[src/rtl/apb_master_arb.sv]
// Two-requester APB master: round-robin arbitration, SETUP/ACCESS sequencing,
// registered response pulses and an optional PREADY timeout abort.
module apb_master_arb #(
    parameter int AW      = 32,
    parameter int DW      = 32,
    parameter int TIMEOUT = 16
) (
    input  logic              clk,
    input  logic              RESETn,
    input  logic [1:0]        req_valid,
    input  logic [1:0]        req_write,
    input  logic [2*AW-1:0]   req_addr,
    input  logic [2*DW-1:0]   req_wdata,
    output logic [1:0]        req_grant,
    output logic [1:0]        rsp_valid,
    output logic              rsp_err,
    output logic [DW-1:0]     rsp_rdata,
    output logic              PSELx,
    output logic              PENABLE,
    output logic              PWRITE,
    output logic [AW-1:0]     PADDR,
    output logic [DW-1:0]     PWDATA,
    input  logic [DW-1:0]     PRDATA,
    input  logic              PREADY
);

    localparam logic [1:0] S_IDLE   = 2'd0;
    localparam logic [1:0] S_SETUP  = 2'd1;
    localparam logic [1:0] S_ACCESS = 2'd2;

    localparam int            CW       = (TIMEOUT > 1) ? $clog2(TIMEOUT + 1) : 1;
    localparam logic [CW-1:0] TO_LIMIT = CW'(TIMEOUT);
    localparam logic          TO_EN    = (TIMEOUT != 0);

    logic [1:0]    r_state;
    logic          r_last;
    logic          r_owner;
    logic [CW-1:0] r_cnt;
    logic [1:0]    r_grant;
    logic [1:0]    r_rspValid;
    logic          r_rspErr;
    logic [DW-1:0] r_rdata;
    logic          r_psel;
    logic          r_penable;
    logic          r_pwrite;
    logic [AW-1:0] r_paddr;
    logic [DW-1:0] r_pwdata;

    logic          w_win;
    logic [AW-1:0] w_winAddr;
    logic [DW-1:0] w_winWdata;
    logic          w_winWrite;
    logic [CW-1:0] w_cntNext;
    logic          w_timeout;

    // On contention the requester that did not win last time is chosen.
    always_comb begin
        w_win = 1'b0;
        case (req_valid)
            2'b10:   w_win = 1'b1;
            2'b11:   w_win = ~r_last;
            default: w_win = 1'b0;
        endcase
    end

    assign w_winAddr  = w_win ? req_addr[AW +: AW]  : req_addr[0 +: AW];
    assign w_winWdata = w_win ? req_wdata[DW +: DW] : req_wdata[0 +: DW];
    assign w_winWrite = w_win ? req_write[1]        : req_write[0];

    // Abort once this low-PREADY cycle would bring the count up to TIMEOUT.
    assign w_cntNext = r_cnt + CW'(1);
    assign w_timeout = TO_EN && !PREADY && (w_cntNext == TO_LIMIT);

    always_ff @(posedge clk or negedge RESETn) begin
        if (!RESETn) begin
            r_state    <= S_IDLE;
            r_last     <= 1'b1;
            r_owner    <= 1'b0;
            r_cnt      <= '0;
            r_grant    <= 2'b00;
            r_rspValid <= 2'b00;
            r_rspErr   <= 1'b0;
            r_rdata    <= '0;
            r_psel     <= 1'b0;
            r_penable  <= 1'b0;
            r_pwrite   <= 1'b0;
            r_paddr    <= '0;
            r_pwdata   <= '0;
        end else begin
            r_grant    <= 2'b00;
            r_rspValid <= 2'b00;
            r_rspErr   <= 1'b0;
            case (r_state)
                S_IDLE: begin
                    if (req_valid != 2'b00) begin
                        r_state   <= S_SETUP;
                        r_psel    <= 1'b1;
                        r_penable <= 1'b0;
                        r_grant   <= w_win ? 2'b10 : 2'b01;
                        r_paddr   <= w_winAddr;
                        r_pwrite  <= w_winWrite;
                        r_pwdata  <= w_winWdata;
                        r_last    <= w_win;
                        r_owner   <= w_win;
                    end
                end
                S_SETUP: begin
                    r_state   <= S_ACCESS;
                    r_penable <= 1'b1;
                end
                S_ACCESS: begin
                    if (PREADY) begin
                        r_state    <= S_IDLE;
                        r_psel     <= 1'b0;
                        r_penable  <= 1'b0;
                        r_rspValid <= r_owner ? 2'b10 : 2'b01;
                        r_cnt      <= '0;
                        if (!r_pwrite) begin
                            r_rdata <= PRDATA;
                        end
                    end else if (w_timeout) begin
                        r_state    <= S_IDLE;
                        r_psel     <= 1'b0;
                        r_penable  <= 1'b0;
                        r_rspValid <= r_owner ? 2'b10 : 2'b01;
                        r_rspErr   <= 1'b1;
                        r_rdata    <= '0;
                        r_cnt      <= '0;
                    end else begin
                        r_cnt <= w_cntNext;
                    end
                end
                default: begin
                    r_state   <= S_IDLE;
                    r_psel    <= 1'b0;
                    r_penable <= 1'b0;
                    r_cnt     <= '0;
                end
            endcase
        end
    end

    assign req_grant = r_grant;
    assign rsp_valid = r_rspValid;
    assign rsp_err   = r_rspErr;
    assign rsp_rdata = r_rdata;
    assign PSELx     = r_psel;
    assign PENABLE   = r_penable;
    assign PWRITE    = r_pwrite;
    assign PADDR     = r_paddr;
    assign PWDATA    = r_pwdata;

endmodule
[config.mk]
export PLATFORM = sky130hd
export DESIGN_NAME = apb_master_arb
export DESIGN_NICKNAME = d
export VERILOG_FILES = /design/src/rtl/apb_master_arb.sv
export SDC_FILE = /design/constraint.sdc
export NUM_CORES = 1
export LEC_CHECK = 0
export ABC_AREA = 1
export BUFFER_PORTS_ARGS = -buffer_cell sky130_fd_sc_hd__buf_4
export CAP_MARGIN = 20
export CORE_UTILIZATION = 49
export DETAILED_ROUTE_END_ITERATION = 6
export PLACE_DENSITY = 0.9
export SLEW_MARGIN = 20
export SYNTH_ARGS = -nofsm -noshare
export SYNTH_HDL_FRONTEND = slang
export SYNTH_SLANG_ARGS = --single-unit
[constraint.sdc]
create_clock -name clk -period 2.8 [get_ports clk]
set_clock_uncertainty 0.1 [all_clocks]
set_input_delay 0 -clock clk [delete_from_list [all_inputs] [get_ports clk]]
set_output_delay 0 -clock clk [all_outputs]
set_load 0.01 [all_outputs]
==> flow_summary.json, run 1 <==
{
  "gp_congestion": 0.897,
  "htreeDepth": 3,
  "fmax_mhz": 367,
  "cts_sinks": 112,
  "finalPower_mw": 8.37,
  "drtPass1Iterations": 5,
  "cts_inserted_buffers": 9,
  "detail-route-antenna-nets": 0,
  "clk_pin_slew_ns": 0.11,
  "initial_core_util": 0.504,
  "boundaryPins": 271,
  "synthAdderAreaFrac": 0.00481,
  "min_from": "PREADY",
  "ir_worst_vdd_mv": 0.616,
  "grt_pass1_vias": 6863,
  "hold_path_end": "rsp_rdata[4]",
  "power_per_cell_area_mw_per_mm2": 919,
  "syn_to_final_growth_pct": 75.0,
  "fin_util": 0.882,
  "setup_viol_count_final": 0,
  "routed_wirelength_mm": 23.9,
  "syn_area_per_cell_um2": 8.24,
  "crit_path_start_kind": "register",
  "portBuffers": 270,
  "vias_per_cell": 5.55,
  "clk_latency_ns": 0.36,
  "synthMuxAreaShare": 0.00192,
  "multi_input_area_mm2": 0.00198,
  "core_mm2": 0.0103,
  "synth_seq_cells": 112,
  "synth_compound_area_frac": 0.0245,
  "p_leak_nw": 4.95,
  "fillers": 462,
  "clock-root-buffer": "clkbuf_8",
  "fp.dieH_um": 105,
  "slew_viol_final": 0,
  "rsz0062_at_grt": "false",
  "whs_path_depth": 5,
  "hpwl_mm": 11.3,
  "cts_tree": "done",
  "regToRegStartpoint": "PENABLE",
  "r2r-end": "PWDATA[25]",
  "status": "completed",
  "synth.distinct_cells": 24,
  "syn_nets": 801,
  "fin_setup_tns_ns": 0,
  "fin_crit_ns": 2.72,
  "arrival_ns": 2.90,
  "fp.dieW_um": 105,
  "ff2ff_path_depth": 9,
  "antenna_found_initial": 1,
  "drtIter0Drc": 686,
  "layout-drive-gt1-share": 0.309,
  "required_ns": 2.98,
  "drc": 0,
  "yosys_warnings": 0,
  "grt_max_degree": 67,
  "fin_nets": 1219,
  "cap_violations": 0,
  "path_max_fanout": 56,
  "placementRows": 37,
  "seq_area_mm2": 0.00280,
  "cp-end-kind": "register",
  "wl_per_cell_um": 20.1,
  "timing.final.crit_share": 0.973,
  "grt_pass1_wl_mm": 36.1,
  "synthXorXnorAreaFrac": 0,
  "die_area_mm2": 0.0110,
  "synth_cells": 632,
  "final_hold_viol_count": 0,
  "clk_path_buf_depth": 2,
  "relSlewSlack": 0.536,
  "worst_slew_pin_slew_ns": 0.696,
  "track_usage": 0.432,
  "synthesis.area_mm2": 0.00520,
  "r2r_setup_slack_ns": 0.08,
  "overflow": 0,
  "vias": 6619,
  "hold_path.class": "input port to register",
  "synthSimpleGateAreaFrac": 0.350,
  "synth_top_family_by_area": "simple AND/OR/NAND/NOR gates",
  "synth-seq-area-share": 0.539,
  "criticalPathCategory": "register to register"
}
stage by stage:
stage	setup slack (ns)	instances	hold WS, ns	area [um2]
finish	0.0766	1192	0.0745	9110
detailed placement	0.694	1008	-0.0130	7240
global placement	0.774	1008	-0.0144	7240
floorplan	1.14	632	-0.396	5200
CTS	0.125	1189	0.0457	9090
global route	0.0409	1192	0.0862	9110
what timing repair did:
item	CTS	global route
setup buffers	0	2
hold endpoints to repair	150	0
endpoints found under the setup margin	0	65
resized for setup	0	2
hold buffers	165	0
cells by family (layout without fill, tap and decap cells):
kind of cell / Yosys count / in the layout
and+or+nand+nor: 408 / 408
other: 0 / 1
buffers and inverters: 84 / 507
adders and majority gates: 2 / 2
DFF: 112 / 112
muxes: 1 / 1
AOI/OAI and AO/OA: 25 / 25
cell type report:
cell class,instances,share of cell area
repair buffers,445,0.415
flip-flops and latches,112,0.308
multi-input cells,436,0.218
inverters,46,0.0194
well taps,136,0.0187
clock buffers,13,0.0163
clock inverters,3,0.00495
diodes,1,0.000275
report_power, final:
| part | internal, mW | total, mW | leakage [nW] | switching, mW |
|---|---|---|---|---|
| registers | 2.30 | 2.83 | 1.42 | 0.535 |
| clock network | 0.442 | 1.02 | 0.0899 | 0.578 |
| logic | 2.29 | 4.51 | 3.44 | 2.22 |
sequential cells by signal, summed over array words and instances, names as in the netlist:
register,cells
r_cnt,5
r_last,1
PENABLE,1
PADDR,32
r_state,1
PWRITE,1
rsp_rdata,32
req_grant,2
rsp_valid,2
r_owner,1
rsp_err,1
PWDATA,32
PSELx,1
synth_stat cells:
| cell | count | area [um2] |
|---|---|---|
| o21ai_0 | 23 | 115 |
| nand3_2 | 11 | 110 |
| a31oi_1 | 1 | 6.26 |
| inv_1 | 42 | 158 |
| buf_2 | 8 | 40.0 |
| inv_2 | 4 | 15.0 |
| nand3_4 | 1 | 17.5 |
| nand2_1 | 280 | 1050 |
| nor2_1 | 16 | 60.1 |
| mux2i_1 | 1 | 10.0 |
| nor2_4 | 2 | 22.5 |
| clkbuf_1 | 14 | 52.6 |
| dfrtp_1 | 111 | 2780 |
| nand2_4 | 1 | 11.3 |
| or2_4 | 1 | 8.76 |
| nor2_2 | 1 | 6.26 |
| buf_4 | 7 | 52.6 |
| o22ai_1 | 1 | 6.26 |
| nand3_1 | 50 | 250 |
| nand4_1 | 34 | 213 |
| ha_1 | 2 | 25.0 |
| buf_6 | 9 | 101 |
| nand2_2 | 11 | 68.8 |
| dfstp_2 | 1 | 26.3 |
how the worst max path moves through the flow:
| stage | start | to | slack [ns] | depth (start not counted) |
|---|---|---|---|---|
| 4_1_cts | PENABLE | PADDR[9] | 0.13 | 8 |
| 5_1_grt | PENABLE | PWDATA[25] | 0.04 | 9 |
| 3_3_place_gp | PENABLE | PADDR[3] | 0.77 | 7 |
| 6_report | PENABLE | PWDATA[25] | 0.08 | 9 |
| 2_1_floorplan | r_cnt[0] | rsp_rdata[10] | 1.14 | 10 |
| 3_5_place_dp | PENABLE | PADDR[5] | 0.69 | 7 |
critical path, stage by stage (launching register included):
cell	delay, ns
dfrtp_1	0.47
or2_4	0.30
nor2_4	0.21
buf_4	0.21
nand2_2	0.09
inv_2	0.09
buf_12	0.27
nand2_1	0.14
nand3_1	0.14
dlygate4sd3_1	0.60
metal layers:
metal / GRT usage / wire (um) / vias up / share of wire
met3: 0.104 / 1980 / 152 / 0.083
met4: 0.307 / 1980 / 0 / 0.083
met1: 0.456 / 7950 / 3137 / 0.33
li1: - / - / 2824 / -
met5: 0 / 0 / - / 0
met2: 0.754 / 12000 / 506 / 0.50
placed cells by master (no fill, tap or decap):
cell,synthesis,final
nand3_2,11,11
dfrtp_1,111,111
nand3_1,50,50
clkinvlp_4,0,2
inv_4,0,1
clkbuf_8,0,10
a31oi_1,1,1
dfstp_2,1,1
buf_12,0,2
mux2i_1,1,1
nand2_4,1,1
bufinv_16,0,1
clkinv_2,0,1
nand4_1,34,34
diode_2,0,1
nor2_2,1,1
nand3_4,1,1
ha_1,2,2
o21ai_0,23,23
o22ai_1,1,1
buf_4,7,278
nand2_1,280,280
nand2_2,11,11
or2_4,1,1
dlygate4sd3_1,0,165
inv_1,42,42
nor2_1,16,16
inv_2,4,2
nor2_4,2,2
clkbuf_1,14,3
Power figures use the tool's default switching activity.
==> inputs of run 2 (changes only) <==
--- a/config.mk
+++ b/config.mk
@@ -11,6 +11,7 @@
 export CORE_UTILIZATION = 49
 export DETAILED_ROUTE_END_ITERATION = 6
 export PLACE_DENSITY = 0.9
+export RECOVER_POWER = 25
 export SLEW_MARGIN = 20
 export SYNTH_ARGS = -nofsm -noshare
 export SYNTH_HDL_FRONTEND = slang
==> flow_summary.json, run 2 (synthesis gave the netlist of run 1 again) <==
{
  "regToRegStartpoint": "PENABLE",
  "finalPower_mw": 8.25,
  "cp-end-kind": "register",
  "cpPeakStageDelay_ns": 0.60,
  "fin_nets": 1219,
  "arrival_ns": 2.89,
  "rsz0062_at_grt": "false",
  "boundaryPins": 271,
  "drtIter0Drc": 665,
  "core_mm2": 0.0103,
  "detail-route-antenna-nets": 0,
  "relSlewSlack": 0.0890,
  "die_area_mm2": 0.0110,
  "clk_latency_ns": 0.36,
  "p_leak_nw": 4.83,
  "hold_path_end": "rsp_rdata[7]",
  "ir_worst_vdd_mv": 0.611,
  "track_usage": 0.432,
  "cap_violations": 0,
  "fp.dieH_um": 105,
  "fmax_mhz": 370,
  "portBuffers": 270,
  "whs_path_depth": 5,
  "drc": 0,
  "slew_viol_final": 0,
  "power_per_cell_area_mw_per_mm2": 917,
  "cpMaxStageDelayCell": "dlygate4sd3_1",
  "antenna_found_initial": 1,
  "min_from": "PREADY",
  "clk_pin_slew_ns": 0.10,
  "final_common_cell": "nand2_1",
  "status": "completed",
  "initial_core_util": 0.504,
  "cts_sinks": 112,
  "final_hold_viol_count": 0,
  "required_ns": 2.99,
  "criticalPathCategory": "register to register",
  "hold_ws_ns": 0.0682,
  "layout-drive-gt1-share": 0.281,
  "final_cell_mix": "nand2_1, buf_4, dlygate4sd3_1, dfrtp_1, nand3_1",
  "grt_pass1_wl_mm": 36.1,
  "syn_to_final_growth_pct": 72.8,
  "setup_viol_count_final": 0,
  "setup_ws_ns": 0.0940,
  "gp_congestion": 0.897,
  "clock-root-buffer": "clkbuf_8",
  "placementRows": 37,
  "pre_cts_ws_ns": 0.694,
  "clk_path_buf_depth": 2,
  "wl_per_cell_um": 20.1,
  "timing.final.crit_share": 0.966,
  "overflow": 0,
  "worst_slew_pin_slew_ns": 1.37,
  "path_max_fanout": 56,
  "cts_inserted_buffers": 9,
  "crit_path_start_kind": "register",
  "drtPass1Iterations": 6,
  "r2r_setup_slack_ns": 0.09,
  "ff2ff_path_depth": 9,
  "cts_tree": "done",
  "routed_wirelength_mm": 24.0,
  "grt_max_degree": 67,
  "vias": 6678,
  "vias_per_cell": 5.60,
  "r2r-end": "PWDATA[25]",
  "hold_path.class": "input port to register",
  "path_cells": "or2_4, nor2_4, buf_4, nand2_2, inv_2, buf_12, nand2_1, nand3_1, dlygate4sd3_1",
  "grt_pass1_vias": 6863,
  "fin_util": 0.871,
  "fin_crit_ns": 2.71,
  "hpwl_mm": 11.3,
  "htreeDepth": 3,
  "fin_setup_tns_ns": 0,
  "fp.dieW_um": 105
}
==> run 2: cell types whose count changed in the layout (fill, tap and decap cells not counted), sizes merged <==
| cell | before | now |
|---|---|---|
| clkbuf | 13 | 44 |
| buf | 280 | 249 |
==> run 2: critical path, delay by kind of cell (launching register included) <==
family / cells / cell delay [ns]
DFF: 1 / 0.47
and+or+nand+nor: 5 / 0.86
buffers and inverters: 4 / 1.15
==> run 2: what timing repair did <==
action                                  CTS  global route
buffers inserted                          0             2
gates resized for setup                   0             2
endpoints found under the setup margin    0            65
endpoints found under the hold margin   150             0
hold buffers                            165             0
==> run 2: worst max-delay path by stage <==
| stage | startpoint | endpoint | slack (ns) |
|---|---|---|---|
| floorplan | r_cnt[0] | rsp_rdata[10] | 1.14 |
| global placement | PENABLE | PADDR[3] | 0.77 |
| detailed placement | PENABLE | PADDR[5] | 0.69 |
| CTS | PENABLE | PADDR[9] | 0.13 |
| global route | PENABLE | PWDATA[25] | 0.04 |
| finish | PENABLE | PWDATA[25] | 0.09 |
==> run 2: metal layers <==
| layer | GRT usage | wire, um | up-vias |
|---|---|---|---|
| li1 | - | - | 2819 |
| met1 | 0.456 | 8080 | 3190 |
| met2 | 0.754 | 12000 | 501 |
| met3 | 0.104 | 1910 | 168 |
| met4 | 0.307 | 2030 | 0 |
| met5 | 0 | 0 | - |
==> run 2: area by class of cell <==
| cell class | count | area [um2] |
|---|---|---|
| Clock inverter | 3 | 45.0 |
| Multi-Input combinational cell | 436 | 1980 |
| Inverter | 46 | 176 |
| Tap cell | 136 | 170 |
| Timing Repair Buffer | 445 | 3660 |
| Fill cell | 512 | 1330 |
| Antenna cell | 1 | 2.50 |
| Clock buffer | 13 | 149 |
| Sequential cell | 112 | 2800 |
==> run 2: report_power, final <==
part | internal [mW] | switching, mW
Clock | 0.442 | 0.575
Combinational | 2.17 | 2.23
Sequential | 2.30 | 0.530
==> run 2: stage by stage <==
step	instances	cell area [um2]
6_report	1192	8990
5_1_grt	1192	8990
4_1_cts	1189	9090
3_5_place_dp	1008	7240
3_3_place_gp	1008	7240
2_1_floorplan	632	5200
==> inputs of run 3 (changes only) <==
--- a/config.mk
+++ b/config.mk
@@ -5,12 +5,13 @@
 export SDC_FILE = /design/constraint.sdc
 export NUM_CORES = 1
 export LEC_CHECK = 0
-export ABC_AREA = 1
+export ABC_AREA = 0
 export BUFFER_PORTS_ARGS = -buffer_cell sky130_fd_sc_hd__buf_4
 export CAP_MARGIN = 20
-export CORE_UTILIZATION = 49
+export CORE_AREA = 2 2 105 107
 export DETAILED_ROUTE_END_ITERATION = 6
-export PLACE_DENSITY = 0.9
+export DIE_AREA = 0 0 107 109
+export PLACE_DENSITY = 0.89
 export RECOVER_POWER = 25
 export SLEW_MARGIN = 20
 export SYNTH_ARGS = -nofsm -noshare
==> flow_summary.json, run 3 <==
{
  "grt_pass1_vias": 6484,
  "routed_wirelength_mm": 23.7,
  "initial_core_util": 0.479,
  "synth_commonest_cells": "dfrtp_1, inv_1, a222oi_1",
  "cts_inserted_buffers": 9,
  "detail-route-antenna-nets": 0,
  "synth_seq_cells": 112,
  "syn_to_final_growth_pct": 76.9,
  "boundaryPins": 271,
  "cpPeakStageDelay_ns": 0.51,
  "switching_power_mw": 3.60,
  "layout-drive-gt1-share": 0.314,
  "yosys_warnings": 0,
  "vias_per_cell": 6.00,
  "final_common_cell": "buf_4",
  "r2r_setup_slack_ns": 0.48,
  "dominantRegCellSynth": "dfrtp_1",
  "hold_path.class": "input port to register",
  "worst_slew_pin_slew_ns": 1.51,
  "regToRegStartpoint": "PENABLE",
  "synth.most_common_cell": "dfrtp_1",
  "drtPass1Iterations": 7,
  "antenna_found_initial": 5,
  "worstSetupStartpoint": "PENABLE",
  "arrival_ns": 2.46,
  "vias": 6188,
  "cap_violations": 1,
  "drc": 27,
  "syn_nets": 637,
  "synth-edff-count": 0,
  "path_cells": "nor2_1, o21ai_4, buf_4, a222oi_1, inv_1",
  "final_cells": 1031,
  "fmax_mhz": 430,
  "cts_sinks": 112,
  "clk_pin_slew_ns": 0.10,
  "ir_worst_vdd_mv": 0.616,
  "cpMaxStageDelayCell": "dfrtp_1",
  "synth_cells": 468,
  "pwr-share-comb": 0.514,
  "portBuffers": 270,
  "drtIter0Drc": 859,
  "fin_crit_ns": 2.32,
  "fin_setup_tns_ns": 0,
  "clk_latency_ns": 0.38,
  "crit_path_start_kind": "register",
  "cp-end-kind": "register",
  "place_inst": 846,
  "track_usage": 0.403,
  "overflow": 0,
  "fp.dieH_um": 109,
  "p_leak_nw": 4.62,
  "fp.dieW_um": 107,
  "status": "finished, violations left",
  "p_clk_frac": 0.126,
  "die_area_mm2": 0.0117,
  "clk_path_buf_depth": 2,
  "grt_max_degree": 61,
  "wl_per_cell_um": 23.0,
  "timing.final.crit_share": 0.830,
  "final_cell_mix": "buf_4, dlygate4sd3_1, dfrtp_1, inv_1, a222oi_1",
  "power_frac_seq": 0.360,
  "setup_viol_count_final": 0,
  "cts_tree": "done",
  "power.internal_mw": 5.00,
  "slew_viol_final": 59,
  "hpwl_mm": 11.7,
  "placementRows": 38,
  "yosys.area.top_type": "dfrtp_1",
  "synthArstFlopShare": 1.00,
  "fin_nets": 1050,
  "violations": "DRC, capacitance limit, slew limit",
  "path_max_fanout": 39,
  "relSlewSlack": -0.00384,
  "gp_congestion": 0.893,
  "criticalPathCategory": "register to register",
  "cts-resized-gates": 0,
  "syn_area_per_cell_um2": 10.8,
  "synth.distinct_cells": 37,
  "grt_pass1_wl_mm": 35.1,
  "clock-root-buffer": "clkbuf_8",
  "required_ns": 2.94,
  "min_from": "req_valid[1]",
  "final_hold_viol_count": 0,
  "rsz0062_at_grt": "false",
  "core_mm2": 0.0106,
  "power_per_cell_area_mw_per_mm2": 958,
  "switching_share": 0.419,
  "synth_area_leaders": "dfrtp_1, a222oi_1, inv_1",
  "htreeDepth": 3,
  "synth-seq-area-share": 0.552,
  "synth_top_cell_area_share": 0.547,
  "synthesis.area_mm2": 0.00508
}
[run 3: cell count changes after synthesis, sizes merged, moves of 7 or more]
cell | previous run | this run
a222oi | 0 | 55
a22o | 0 | 32
a22oi | 0 | 32
clkbuf | 14 | 21
inv | 46 | 93
mux2i | 1 | 11
nand2 | 292 | 14
nand3 | 62 | 1
nand4 | 34 | 0
nor2 | 19 | 2
o21ai | 23 | 47
[run 3: path summary, 6_finish.rpt]
kind / end / depth (start not counted)
setup / recovery: PWDATA[1] / 5
hold / removal: req_grant[0] / 3
setup reg to reg: PWDATA[1] / 5
hold reg to reg: rsp_valid[0] / 1
max in group asynchronous: PADDR[28] / 3
min in group asynchronous: rsp_rdata[21] / 2
[run 3: logic make-up (layout without fill, tap and decap cells)]
kind of cell	count (synthesis)	in the layout	share of synthesized area
AOI/OAI and AO/OA	176	176	0.275
xor gates and xnor gates	2	2	0.00345
adders and majority gates	2	2	0.00493
buffers and inverters	134	552	0.109
DFF	112	112	0.552
muxes	12	12	0.0239
other	0	5	0
and+or+nand+nor	30	30	0.0308
[run 3: worst max-delay path, delay by kind of cell (launching register included)]
family,cells,cell delay (ns)
flip-flops,1,0.51
AND/OR/NAND/NOR,1,0.30
buffers and inverters,2,0.50
AO/OA/AOI/OAI,2,0.77
[run 3: per-stage QoR]
step	power, mW	hold WS, ns	area (um2)	setup WS (ns)	util
floorplan	5.10	-0.396	5080	1.14	-
global placement	6.80	0.0170	7200	0.379	0.679
detailed placement	7.00	0.0308	7200	0.268	0.679
CTS	8.28	0.0267	9050	0.257	0.854
global route	9.00	0.0563	8980	0.396	0.847
finish	8.60	0.0366	8980	0.475	0.847
[run 3: cell type report]
type,count,area (um2)
Clock inverter,3,65.1
Inverter,93,349
Timing Repair Buffer,443,3680
Antenna cell,5,12.5
Tap cell,140,175
Clock buffer,13,149
Sequential cell,112,2800
Fill cell,517,1620
Multi-Input combinational cell,222,1740
[run 3: what timing repair did]
item                                   4_1_cts  5_1_grt
hold buffers                               164        0
setup endpoints to repair                    0        0
buffers inserted                             0        0
endpoints found under the hold margin      156        0
[run 3: power groups by stage]
stage | sequential [mW] | combinational (mW) | clock [mW]
6_report | 3.10 | 4.42 | 1.08
4_1_cts | 2.99 | 4.22 | 1.07
3_5_place_dp | 2.99 | 4.02 | 0
5_1_grt | 3.16 | 4.69 | 1.15
2_1_floorplan | 3.20 | 1.90 | 0
3_3_place_gp | 2.96 | 3.84 | 0
[run 3: metal layers]
metal / vias to the layer above / part of all wire / track usage
li1: 2553 / - / -
met1: 2967 / 0.33 / 0.427
met2: 500 / 0.49 / 0.682
met3: 168 / 0.092 / 0.106
met4: 0 / 0.083 / 0.321
met5: - / 0 / 0
